--- config.mk ---
export PLATFORM = sky130hd
export DESIGN_NAME = pc_interface_read_ctrl
export DESIGN_NICKNAME = d
export VERILOG_FILES = /design/src/rtl/pc_interface_pkg.sv /design/src/rtl/pc_interface_tx_shift.sv /design/src/rtl/pc_interface_read_ctrl.sv
export SDC_FILE = /design/constraint.sdc
export NUM_CORES = 1
export LEC_CHECK = 0
export ABC_AREA = 1
export CAP_MARGIN = 20
export CORE_UTILIZATION = 54
export DETAILED_ROUTE_END_ITERATION = 16
export HOLD_SLACK_MARGIN = 0.06
export PLACE_DENSITY = 0.8
export SLEW_MARGIN = 25
export SYNTH_ARGS = -nofsm -noshare
export SYNTH_HDL_FRONTEND = slang
export SYNTH_HIERARCHICAL = 1
export SYNTH_SLANG_ARGS = --single-unit
--- constraint.sdc ---
create_clock -name i_clk -period 2.3 [get_ports i_clk]
set_input_delay 0.46 -clock i_clk [delete_from_list [all_inputs] [get_ports i_clk]]
set_output_delay 0.46 -clock i_clk [all_outputs]
set_load 0.02 [all_outputs]
--- src/rtl/pc_interface_pkg.sv ---
// Shared definitions for the PC interface read path: byte width, default header
// and the read-controller state encoding.
package pc_interface_pkg;

    localparam int unsigned PC_IF_BYTE_W  = 8;
    localparam int unsigned PC_IF_STATE_W = 3;

    localparam logic [PC_IF_BYTE_W-1:0] PC_IF_HEADER_DEFAULT = 8'hA5;

    localparam logic [PC_IF_STATE_W-1:0] PC_IF_ST_IDLE    = 3'd0;
    localparam logic [PC_IF_STATE_W-1:0] PC_IF_ST_CAPTURE = 3'd1;
    localparam logic [PC_IF_STATE_W-1:0] PC_IF_ST_HEADER  = 3'd2;
    localparam logic [PC_IF_STATE_W-1:0] PC_IF_ST_DATA    = 3'd3;
    localparam logic [PC_IF_STATE_W-1:0] PC_IF_ST_CHKSUM  = 3'd4;
    localparam logic [PC_IF_STATE_W-1:0] PC_IF_ST_DONE    = 3'd5;

    typedef enum logic [PC_IF_STATE_W-1:0] {
        ST_IDLE    = PC_IF_ST_IDLE,
        ST_CAPTURE = PC_IF_ST_CAPTURE,
        ST_HEADER  = PC_IF_ST_HEADER,
        ST_DATA    = PC_IF_ST_DATA,
        ST_CHKSUM  = PC_IF_ST_CHKSUM,
        ST_DONE    = PC_IF_ST_DONE
    } pc_if_state_e;

    function automatic int unsigned pc_if_num_bytes(input int unsigned data_width);
        return data_width / PC_IF_BYTE_W;
    endfunction

endpackage

--- src/rtl/pc_interface_tx_shift.sv ---
// Word-to-byte serializer: parallel load, MSB-first byte shift on each advance,
// running XOR checksum and a last-byte flag.
module pc_interface_tx_shift
    import pc_interface_pkg::*;
#(
    parameter int unsigned DATA_WIDTH = 16
) (
    input  logic                    clk_i,
    input  logic                    arst_n_i,
    input  logic                    load_i,
    input  logic [DATA_WIDTH-1:0]   word_i,
    input  logic [PC_IF_BYTE_W-1:0] chk_init_i,
    input  logic                    shift_i,
    output logic [PC_IF_BYTE_W-1:0] byte_o,
    output logic [PC_IF_BYTE_W-1:0] next_byte_o,
    output logic [PC_IF_BYTE_W-1:0] chk_next_o,
    output logic                    last_o
);

    localparam int unsigned NUM_BYTES = pc_if_num_bytes(DATA_WIDTH);
    localparam int unsigned CNT_W     = $clog2(NUM_BYTES + 1);

    logic [DATA_WIDTH-1:0]   shift_q, shift_d;
    logic [CNT_W-1:0]        cnt_q, cnt_d;
    logic [PC_IF_BYTE_W-1:0] chk_q, chk_d;

    assign byte_o = shift_q[DATA_WIDTH-1 -: PC_IF_BYTE_W];

    // Load wins over shift; the counter parks at zero on the last byte.
    always_comb begin
        shift_d = shift_q;
        cnt_d   = cnt_q;
        chk_d   = chk_q;
        if (load_i) begin
            shift_d = word_i;
            cnt_d   = CNT_W'(NUM_BYTES - 1);
            chk_d   = chk_init_i;
        end else if (shift_i) begin
            shift_d = shift_q << PC_IF_BYTE_W;
            chk_d   = chk_q ^ byte_o;
            if (cnt_q != '0) begin
                cnt_d = cnt_q - CNT_W'(1);
            end
        end
    end

    // Look-ahead views let the parent register its byte output without a bubble.
    assign next_byte_o = shift_d[DATA_WIDTH-1 -: PC_IF_BYTE_W];
    assign chk_next_o  = chk_d;
    assign last_o      = (cnt_q == '0);

    always_ff @(posedge clk_i or negedge arst_n_i) begin
        if (!arst_n_i) begin
            shift_q <= '0;
            cnt_q   <= '0;
            chk_q   <= '0;
        end else begin
            shift_q <= shift_d;
            cnt_q   <= cnt_d;
            chk_q   <= chk_d;
        end
    end

endmodule

--- src/rtl/pc_interface_read_ctrl.sv ---
// Read controller: fetches one word from the read bank on request and streams it
// as a header / data / checksum byte frame over a valid/ready interface.
module pc_interface_read_ctrl
    import pc_interface_pkg::*;
#(
    parameter int unsigned              DATA_WIDTH  = 16,
    parameter int unsigned              ADDR_WIDTH  = 3,
    parameter bit                       HEADER_EN   = 1'b1,
    parameter logic [PC_IF_BYTE_W-1:0]  HEADER_BYTE = PC_IF_HEADER_DEFAULT
) (
    input  logic                    i_clk,
    input  logic                    i_arst_n,
    input  logic                    i_req,
    input  logic [ADDR_WIDTH-1:0]   i_req_addr,
    output logic [ADDR_WIDTH-1:0]   o_bank_addr,
    input  logic [DATA_WIDTH-1:0]   i_bank_data,
    output logic [PC_IF_BYTE_W-1:0] o_tx_data,
    output logic                    o_tx_valid,
    input  logic                    i_tx_ready,
    output logic                    o_busy,
    output logic                    o_done
);

    localparam logic [PC_IF_BYTE_W-1:0] CHK_INIT = HEADER_EN ? HEADER_BYTE : '0;

    pc_if_state_e            state_q, state_d;
    logic [ADDR_WIDTH-1:0]   bank_addr_q, bank_addr_d;
    logic [PC_IF_BYTE_W-1:0] tx_data_q, tx_data_d;
    logic                    tx_valid_q, tx_valid_d;
    logic                    busy_q, busy_d;
    logic                    done_q, done_d;

    logic                    accept;
    logic                    sh_load;
    logic                    sh_shift;
    logic [PC_IF_BYTE_W-1:0] sh_byte;
    logic [PC_IF_BYTE_W-1:0] sh_next_byte;
    logic [PC_IF_BYTE_W-1:0] sh_chk_next;
    logic                    sh_last;

    pc_interface_tx_shift #(
        .DATA_WIDTH (DATA_WIDTH)
    ) u_tx_shift (
        .clk_i       (i_clk),
        .arst_n_i    (i_arst_n),
        .load_i      (sh_load),
        .word_i      (i_bank_data),
        .chk_init_i  (CHK_INIT),
        .shift_i     (sh_shift),
        .byte_o      (sh_byte),
        .next_byte_o (sh_next_byte),
        .chk_next_o  (sh_chk_next),
        .last_o      (sh_last)
    );

    assign accept = tx_valid_q & i_tx_ready;

    // Next-state and next-output logic; every output is the registered copy of its _d.
    always_comb begin
        state_d     = state_q;
        bank_addr_d = bank_addr_q;
        tx_data_d   = tx_data_q;
        tx_valid_d  = tx_valid_q;
        done_d      = 1'b0;
        sh_load     = 1'b0;
        sh_shift    = 1'b0;

        unique case (state_q)
            ST_IDLE: begin
                if (i_req) begin
                    bank_addr_d = i_req_addr;
                    state_d     = ST_CAPTURE;
                end
            end
            ST_CAPTURE: begin
                sh_load    = 1'b1;
                tx_valid_d = 1'b1;
                if (HEADER_EN) begin
                    tx_data_d = HEADER_BYTE;
                    state_d   = ST_HEADER;
                end else begin
                    tx_data_d = sh_next_byte;
                    state_d   = ST_DATA;
                end
            end
            ST_HEADER: begin
                if (accept) begin
                    tx_data_d = sh_byte;
                    state_d   = ST_DATA;
                end
            end
            ST_DATA: begin
                if (accept) begin
                    sh_shift = 1'b1;
                    if (sh_last) begin
                        tx_data_d = sh_chk_next;
                        state_d   = ST_CHKSUM;
                    end else begin
                        tx_data_d = sh_next_byte;
                    end
                end
            end
            ST_CHKSUM: begin
                if (accept) begin
                    tx_valid_d = 1'b0;
                    done_d     = 1'b1;
                    state_d    = ST_DONE;
                end
            end
            ST_DONE: begin
                state_d = ST_IDLE;
            end
            default: begin
                state_d    = ST_IDLE;
                tx_valid_d = 1'b0;
            end
        endcase

        busy_d = (state_d != ST_IDLE);
    end

    always_ff @(posedge i_clk or negedge i_arst_n) begin
        if (!i_arst_n) begin
            state_q     <= ST_IDLE;
            bank_addr_q <= '0;
            tx_data_q   <= '0;
            tx_valid_q  <= 1'b0;
            busy_q      <= 1'b0;
            done_q      <= 1'b0;
        end else begin
            state_q     <= state_d;
            bank_addr_q <= bank_addr_d;
            tx_data_q   <= tx_data_d;
            tx_valid_q  <= tx_valid_d;
            busy_q      <= busy_d;
            done_q      <= done_d;
        end
    end

    assign o_bank_addr = bank_addr_q;
    assign o_tx_data   = tx_data_q;
    assign o_tx_valid  = tx_valid_q;
    assign o_busy      = busy_q;
    assign o_done      = done_q;

endmodule
==> run metrics <==
r2r worst-path depth 12; Setup Buffers After CTS 0; Area Overhead vs Synth 17.3%; antenna violations before repair 0; critical path data arrival time 2260 ps; top post-synthesis cells by area dfrtp_1 44%, nand2_1 22%, nand3_1 7.9%; n_diodes 0; final worst-path cycle share 87.9%; Vias 2091; H-tree depth 2; Worst Setup End Kind flip-flop; final layout net count 398; initial drt markers 176; DIE HEIGHT 69.6 um; reg-to-reg startpoint state_q[2]; Site Rows 24; most frequent cell after synthesis nand2_1; CTS resizes 0; drt wl/cell 12.0 um; PortBufs 36; FILL cells 389; Worst Path Max Fanout 21; CTS Buf Count 5; Post-synth EDFFs 0; max_cap viols 0; sw power 1.83 mW; crit start category flip-flop; Post-CTS Hold Fix Bufs 0; Final Instance Area 0.00289 sq mm; Power Density 1380 mW/mm^2; Total GRT Usage 23.3%; I/O pins 37; dpl ws 8.30 ps; worst hold-check path type in -> async; vias per cell 4.90; max-slew violations 0; Hold Slack 129 ps; CP Class reg -> reg; gp weighted congestion 0.825; DRT Wirelength 5110 um; CTS clk-pin slew, worst paths 80 ps; Critical Path RT 2540 ps; synthesized instance count 344; Finished Layout Cells 427; Slew headroom 66.1%; sequential share of the synthesized area 43.6%; synthesized cell area 0.00247 sq mm; largest net degree at the start of global routing 24; Max rail drop VDD 878 uV; Comb power frac 53.0%; share of layout cells above drive strength 1 8.80%; Least-Margin Pin Slew 509 ps; setup ws final 279 ps; CTS Buffer Depth 2; flop2flop setup slack 280 ps; setup TNS 0 ps; global route overflow 0; final hold vios 0; Final Skew 7.48 ps; syn_area_per_cell 7.17 sq um; Root Driver clkbuf_8; Core Footprint 0.00438 sq mm; synthesis-stage register bit count 43; RSZ-0062 raised after global routing no; drt first pass iters 4; clock network power share 13.1%; Placed Cells 419; CTS tree done; DP Area 0.00279 sq mm; Tmin final 2020 ps; Synth async-reset ratio 100%; DRT antenna net count 0; drc violations 0; post-synth top area share 43.6%; r2r endpoint o_tx_data[5]; Synth Flop Type dfrtp_1; Initial Utilization 56.2%; final core utilization 66.0%; leakage power 1.57 nW; die area 0.00484 sq mm; synth cell count leaders 145 x nand2_1, 49 x inv_1, 43 x dfrtp_1; post-DP HPWL 3610 um; dominant cell type by area after synthesis dfrtp_1; Yosys cell types 23; Peak Freq 495 MHz; # setup viols final 0; DIE WIDTH 69.6 um; first-pass GRT wire length 9030 um; vias in the first global route 2101; Flop pwr share 33.9%; Internal 2.17 mW; clk sink count 43; Clk Latency, worst-skew pair 290 ps; switching power share of the total 45.8%; Yosys warning count 6; status finished, final reports clean; Pwr Total 4.00 mW
==> critical path: stages (launching register included) <==
cell and delay [ps]:
dfrtp_1 530, inv_2 160, nand3_1 170, inv_1 240, buf_4 300, nand2_1 90, nand2_1 90, inv_1 40
nand2_1 50, nand2_1 50, nand2_1 60, nand3_1 80, nand2_1 80
==> power groups by stage <==
| stage | Clock [mW] | Sequential (mW) | Combinational, mW |
|---|---|---|---|
| 2_1_floorplan | 0 | 1.42 | 1.67 |
| 3_3_place_gp | 0 | 1.35 | 2.05 |
| 3_5_place_dp | 0 | 1.36 | 2.10 |
| 4_1_cts | 0.534 | 1.35 | 2.12 |
| 5_1_grt | 0.560 | 1.40 | 2.41 |
| 6_report | 0.525 | 1.36 | 2.12 |
==> final cells by class <==
type / count / area (sq um) / area share, %
Clock buffer: 8 / 100 / 3.46
Inverter: 55 / 214 / 7.40
Multi-Input combinational cell: 226 / 1000 / 34.7
Sequential cell: 43 / 1080 / 37.2
Timing Repair Buffer: 43 / 433 / 15.0
Tap cell: 52 / 65.1 / 2.25
==> flip-flops by register name, summed over array words and instances, names as in the netlist <==
name	cells
o_bank_addr	3
o_busy	1
o_done	1
o_tx_data	8
o_tx_valid	1
state_q	3
u_tx_shift/chk_q	8
u_tx_shift/cnt_q	2
u_tx_shift/shift_q	16
==> cells by family after synthesis <==
family	Yosys count	share of synthesized area [%]
other cells	2	0.305
compound gates	18	4.36
flops	43	43.6
simple gates	199	34.6
buf+inv	81	16.6
fa+ha+maj	1	0.507
==> layer usage <==
| metal | vias up | share of wire (%) | wire [um] | global-route usage (%) |
|---|---|---|---|---|
| met4 | 0 | 1.3 | 64 | 7.26 |
| met1 | 967 | 45 | 2300 | 28.7 |
| met3 | 8 | 4.1 | 207 | 5.38 |
| li1 | 1069 | - | - | - |
| met2 | 47 | 50 | 2540 | 40.6 |
| met5 | - | 0 | 0 | 0 |
==> how the worst max path moves through the flow <==
stage / startpoint / to / slack, ps / depth (start not counted)
finish: state_q[2] / o_tx_data[5] / 280 / 12
global route: state_q[0] / o_tx_data[7] / 90 / 15
CTS: state_q[2] / o_tx_data[5] / 280 / 12
detailed placement: i_tx_ready / o_tx_data[5] / 8 / 15
global placement: i_tx_ready / o_tx_data[7] / 70 / 15
floorplan: o_tx_valid / o_tx_data[0] / 520 / 16
==> cells in the final DEF, fill, tap and decap left out <==
cell / netlist / routed
a21oi_4: 1 / 1
a22oi_1: 1 / 1
buf_12: 0 / 2
buf_2: 3 / 1
buf_4: 21 / 5
clkbuf_1: 0 / 1
clkbuf_8: 0 / 7
clkdlybuf4s50_1: 0 / 35
conb_1: 2 / 8
dfrtp_1: 43 / 43
ha_1: 1 / 1
inv_1: 49 / 49
inv_2: 4 / 4
inv_4: 1 / 1
inv_6: 1 / 1
nand2_1: 145 / 145
nand2_2: 4 / 4
nand3_1: 39 / 39
nand3_2: 1 / 1
nor2_1: 5 / 5
nor2_2: 1 / 1
nor2_4: 3 / 3
nor2_8: 1 / 1
o21ai_0: 11 / 11
o21ai_1: 4 / 4
o21ai_2: 1 / 1
No activity file was read; power rests on OpenSTA's default activity.
